--- src/rtl/mem_access.sv ---
// MEM-stage bus adapter: drives the SRAM-like data bus for loads and stores,
// aligns/extends load data, and stalls or drains around outstanding transactions.
module mem_access (
  input  logic        clk,
  input  logic        rst,
  input  logic        stallM,
  input  logic        flushM,
  input  logic [31:0] alu_outM,
  input  logic        mem_readM,
  input  logic        mem_writeM,
  input  logic [1:0]  mem_sizeM,
  input  logic        mem_signM,
  input  logic [31:0] write_dataM,
  output logic        data_req,
  output logic        data_wr,
  output logic [1:0]  data_size,
  output logic [31:0] data_addr,
  output logic [31:0] data_wdata,
  input  logic        data_addr_ok,
  input  logic        data_data_ok,
  input  logic [31:0] data_rdata,
  output logic [31:0] resultM,
  output logic        addr_errM,
  output logic        stall_reqM
);

  typedef enum logic [2:0] {S_IDLE, S_REQ, S_WAIT, S_DONE, S_DRAIN} state_t;

  state_t      state, state_n;
  logic        drop, drop_n;
  logic [31:0] lat_addr, lat_wdata, ld_data, ld_fmt, wdata_rep;
  logic [1:0]  lat_size;
  logic        lat_wr, lat_sign;
  logic        capture, ld_cap;
  logic        is_mem, misalign, mem_op;
  logic [7:0]  ld_byte;
  logic [15:0] ld_half;

  assign is_mem    = mem_readM | mem_writeM;
  assign misalign  = (mem_sizeM == 2'd0) ? 1'b0 :
                     (mem_sizeM == 2'd1) ? alu_outM[0] : (alu_outM[1:0] != 2'b00);
  assign addr_errM = is_mem & misalign;
  assign mem_op    = is_mem & ~addr_errM;

  always_comb begin
    wdata_rep = write_dataM;
    case (mem_sizeM)
      2'd0:    wdata_rep = {4{write_dataM[7:0]}};
      2'd1:    wdata_rep = {2{write_dataM[15:0]}};
      default: wdata_rep = write_dataM;
    endcase
  end

  // Load extraction uses the fields latched at issue, not the live inputs.
  always_comb begin
    ld_byte = 8'h00;
    case (lat_addr[1:0])
      2'd0: ld_byte = data_rdata[7:0];
      2'd1: ld_byte = data_rdata[15:8];
      2'd2: ld_byte = data_rdata[23:16];
      2'd3: ld_byte = data_rdata[31:24];
      default: ld_byte = 8'h00;
    endcase
    ld_half = lat_addr[1] ? data_rdata[31:16] : data_rdata[15:0];
    case (lat_size)
      2'd0:    ld_fmt = {{24{lat_sign & ld_byte[7]}}, ld_byte};
      2'd1:    ld_fmt = {{16{lat_sign & ld_half[15]}}, ld_half};
      default: ld_fmt = data_rdata;
    endcase
  end

  always_comb begin
    state_n    = state;
    drop_n     = drop;
    capture    = 1'b0;
    ld_cap     = 1'b0;
    data_req   = 1'b0;
    data_addr  = lat_addr;
    data_wr    = lat_wr;
    data_size  = lat_size;
    data_wdata = lat_wdata;
    case (state)
      S_IDLE: begin
        data_addr  = alu_outM;
        data_wr    = mem_writeM;
        data_size  = mem_sizeM;
        data_wdata = wdata_rep;
        data_req   = mem_op & ~flushM & ~rst;
        capture    = 1'b1;
        drop_n     = 1'b0;
        if (data_req) state_n = data_addr_ok ? S_WAIT : S_REQ;
      end
      S_REQ: begin
        data_req = ~rst;
        if (flushM) drop_n = 1'b1;
        if (data_addr_ok) begin
          state_n = (drop | flushM) ? S_DRAIN : S_WAIT;
          drop_n  = 1'b0;
        end
      end
      S_WAIT: begin
        if (data_data_ok) begin
          state_n = flushM ? S_IDLE : S_DONE;
          ld_cap  = ~flushM;
        end else if (flushM) begin
          state_n = S_DRAIN;
        end
      end
      S_DONE:  if (flushM | ~stallM) state_n = S_IDLE;
      S_DRAIN: if (data_data_ok) state_n = S_IDLE;
      default: state_n = S_IDLE;
    endcase
  end

  always_ff @(posedge clk) begin
    if (rst) begin
      state     <= S_IDLE;
      drop      <= 1'b0;
      ld_data   <= 32'h0;
      lat_addr  <= 32'h0;
      lat_wdata <= 32'h0;
      lat_size  <= 2'd0;
      lat_wr    <= 1'b0;
      lat_sign  <= 1'b0;
    end else begin
      state <= state_n;
      drop  <= drop_n;
      if (capture) begin
        lat_addr  <= alu_outM;
        lat_wdata <= wdata_rep;
        lat_size  <= mem_sizeM;
        lat_wr    <= mem_writeM;
        lat_sign  <= mem_signM;
      end
      if (ld_cap) ld_data <= ld_fmt;
    end
  end

  assign resultM    = (mem_readM & mem_op) ? ld_data : alu_outM;
  assign stall_reqM = mem_op & (state != S_DONE) & ~rst;

endmodule

--- config.mk ---
export PLATFORM = sky130hd
export DESIGN_NAME = mem_access
export DESIGN_NICKNAME = d
export VERILOG_FILES = /design/src/rtl/mem_access.sv
export SDC_FILE = /design/constraint.sdc
export NUM_CORES = 1
export LEC_CHECK = 0
export CAP_MARGIN = 20
export CORE_ASPECT_RATIO = 1.75
export CORE_UTILIZATION = 44
export DETAILED_ROUTE_END_ITERATION = 8
export PLACE_DENSITY = 0.91
export SETUP_SLACK_MARGIN = 0.2
export SLEW_MARGIN = 20
export SYNTH_ARGS = -nofsm -noshare
export SYNTH_HDL_FRONTEND = slang
export SYNTH_SLANG_ARGS = --single-unit
--- constraint.sdc ---
create_clock -name clk -period 2.2 [get_ports clk]
set_clock_uncertainty 0.15 [all_clocks]
set_input_delay 0.44 -clock clk [delete_from_list [all_inputs] [get_ports clk]]
set_output_delay 0.44 -clock clk [all_outputs]
set_load 0.01 [all_outputs]
==> impl_metrics.csv <==
group,metric,value,unit
run_status,status,"finished with violations",
run_status,violations,"negative setup slack",
timing,rsz0062_at_grt,"true",
logic_synthesis,syn_area,5358,sq um
floorplan,io_pins,209,
placement,placed_area,8088,sq um
logic_synthesis,avgSynthCellArea,7.925,sq um
logic_synthesis,yosys_register_bits,104,
worst_setup_path,cp_max_fo,5,
worst_setup_path,regToRegSetupSlack,0.22,ns
timing,max_freq,408.2,MHz
logic_synthesis,seq_area_frac_synth,0.3886,
worst_setup_path,worstPathArrival,1.86,ns
worst_setup_path,path_class,"flip-flop to output port",
global_route,grt_usage,0.3574,
logic_synthesis,synth_cells,676,
timing,fin_setup_tns,-14.22,ns
worst_setup_path,end_kind,"output port",
timing,tightestPinTransition,0.6051,ns
clock_network,htree_levels,3,
global_route,grt.met1_usage,0.3447,
worst_hold_path,hold_start,"lat_wdata[5]",
clock_network,clkLatencyLatePin,0.36,ns
pwr,clock_power_share,0.261,
floorplan,die_y,148.0,um
worst_setup_path,r2r_cells,6,
floorplan,die_area,12640,sq um
placement,dp_hpwl,14580,um
pwr,seq_power_share,0.343,
job,max_cap_violations,0,
clock_network,clock_sink_count,104,
global_route,use_met3,0.07370,
cells_and_area,final_area,10190,sq um
global_route,grt_busiest_layer,"met2",
pwr,p_int,4120,uW
global_route,grt_pass1_wl,34600,um
worst_hold_path,whs_path_depth,2,
timing,relSlewSlack,0.5966,
logic_synthesis,synth-main-ff-cell,"dfxtp_1",
detailed_routing,remaining_drc_errors,0,
cells_and_area,final_cell_mix,"buf_4 (107), dfxtp_1 (100), nand2_1 (97)",
timing,hold_viol_final,0,
worst_setup_path,critical_path.cell_chain,"buf_4, or3_4, buf_8, buf_6, nand2_4, nand2_4, buf_6",
cells_and_area,final_common_cell,"buf_4",
pwr,switching_power,2032,uW
worst_setup_path,worstPathRequired,1.61,ns
logic_synthesis,synthDistinctLibCells,47,
detailed_routing,ant_nets,0,
cells_and_area,drive_above_1_share,0.4526,
worst_setup_path,r2r_start,"state[1]",
worst_setup_path,critPathBufInv,4,
floorplan,core.rowCount,53,
global_route,grt_use_met2,0.6584,
pwr,pwr_density_cell,603.5,nW/um^2
timing,fin_crit_sh,1.114,
global_route,grt_max_degree,52,
clock_network,cts_buffer_depth,2,
detailed_routing,vias,6977,
detailed_routing,dr.pass1.iters,5,
global_route,gr-total-overflow,0,
global_route,antenna_found_initial,0,
pwr,vdd_drop_max,0.4479,mV
clock_network,numCtsBuffers,9,
worst_hold_path,min-delay-path-class,"flip-flop to flip-flop",
placement,port_buffers,208,
floorplan,core-area,11940,sq um
detailed_routing,drt-initial-drc-count,439,
worst_setup_path,max_stage_delay,0.44,ns
worst_setup_path,critPathTopFamily,"buffers and inverters",
cells_and_area,antenna_cells,0,
detailed_routing,wl_per_cell,23.26,um
logic_synthesis,async_reset_ff_frac,0,
pwr,p_sw_frac,0.3303,
detailed_routing,wl,26720,um
timing,setup_viol,98,
logic_synthesis,synth-edff-count,0,
pwr,leakagePower,0.004852,uW
detailed_routing,viasPerCell,6.072,
timing,drv_slew,0,
worst_hold_path,whs_endpoint,"lat_wdata[5]",
timing,period_minus_slack,2.450,ns
pwr,power_frac_comb,0.397,
timing,fin_hold_ws,0.3137,ns
pwr,total_power,6152,uW
clock_network,clockRootBuffer,"clkbuf_16",
cells_and_area,fin_nets,1114,
logic_synthesis,synth_warnings,0,
placement,gp_congestion,0.9694,
clock_network,cts_tree,"yes",
floorplan,start_util,0.4488,
worst_setup_path,startpoint_type,"flip-flop",
cells_and_area,fin_util,0.8541,
worst_setup_path,slowest_stage,"or3_4",
timing,setup_ws,-0.2499,ns
clock_network,clk_pin_slew_worst_paths,0.07,ns
logic_synthesis,syn_nets,783,
cells_and_area,syn_to_final_growth,90.29,%
worst_setup_path,r2r-end,"state[1]",
global_route,grt_pass1_vias,6654,
floorplan,chipWidth,85.42,um
## stage by stage
step / setup WS [ns] / instances
CTS: -0.2120 / 1117
detailed placement: -0.8105 / 1054
finish: -0.2499 / 1149
global placement: -0.7644 / 1054
floorplan: 0.1231 / 676
global route: -0.2883 / 1149
## power groups by stage
stage	combinational (uW)	clock (uW)	sequential (uW)
after floorplan	766	0	2080
after global placement	1680	0	2090
after detailed placement	1710	0	2100
after CTS	2060	1580	2080
after global routing	2540	1670	2120
final	2440	1600	2110
## routing by layer
| layer | part of all wire | wire length, um |
|---|---|---|
| met3 | 0.070 | 1872 |
| met5 | 0 | 0 |
| met4 | 0.091 | 2429 |
| met2 | 0.52 | 13900 |
| met1 | 0.32 | 8520 |
## tightest hold or removal path: stages, from the launching register on
cell and delay, ns:
dfxtp_1 0.31, nand2_2 0.06, a21oi_1 0.05
## state kept, by name, summed over array words and instances, names as in the netlist
name / cells
lat_sign: 1
lat_size: 2
drop: 1
ld_data: 32
state: 3
lat_wr: 1
lat_wdata: 32
lat_addr: 32
## worst max path at each step
stage,slack (ns),to,depth (start not counted),from
floorplan,0.12,resultM[10],7,mem_sizeM[1]
global placement,-0.76,resultM[22],7,mem_sizeM[1]
detailed placement,-0.81,resultM[24],7,mem_sizeM[1]
CTS,-0.21,resultM[25],9,mem_sizeM[1]
global route,-0.29,data_addr[8],7,state[1]
finish,-0.25,data_addr[8],7,state[1]
## kinds of logic (layout without fill, tap and decap cells)
logic type | count (synthesis) | count (layout) | synth area share
AOI/OAI and AO/OA | 164 | 164 | 0.1927
buffers and inverters | 57 | 392 | 0.05908
DFF | 104 | 104 | 0.3886
muxes | 67 | 67 | 0.1350
and+or+nand+nor | 284 | 285 | 0.2247
## final cells by class
class                           count  area, sq um
Timing Repair Buffer              372         3918
Clock buffer                       10        239.0
Clock inverter                      6        47.55
Sequential cell                   104         2095
Fill cell                         575         1742
Tap cell                          137        171.4
Inverter                            4        15.01
Multi-Input combinational cell    516         3710
## cell usage after synthesis, types with 2 or more instances
cell / count / share of area
dfxtp_1: 104 / 0.39
and3_1: 6 / 0.0070
nand2b_1: 4 / 0.0047
nor3b_1: 2 / 0.0028
mux2i_1: 34 / 0.064
o21ai_1: 16 / 0.015
buf_4: 6 / 0.0084
nand2_1: 190 / 0.13
a22o_1: 8 / 0.013
nor2_1: 48 / 0.034
mux2_2: 24 / 0.050
a221oi_1: 2 / 0.0033
a211oi_1: 33 / 0.046
o21ai_0: 24 / 0.022
o21a_1: 3 / 0.0042
a21o_1: 3 / 0.0042
a22oi_1: 7 / 0.0098
buf_2: 15 / 0.014
and2_1: 2 / 0.0023
mux2_1: 8 / 0.017
clkbuf_1: 22 / 0.015
buf_6: 8 / 0.017
nor2b_1: 21 / 0.025
a21oi_1: 60 / 0.056
inv_1: 4 / 0.0028
## what timing repair did
| item | 4_1_cts | 5_1_grt |
|---|---|---|
| gates cloned | 12 | 3 |
| gates resized for setup | 623 | 141 |
| pin swaps | 58 | 38 |
| endpoints found under the setup margin | 102 | 136 |
| hold buffers | 0 | 0 |
| setup buffers | 35 | 29 |
Power figures use the tool's default switching activity.
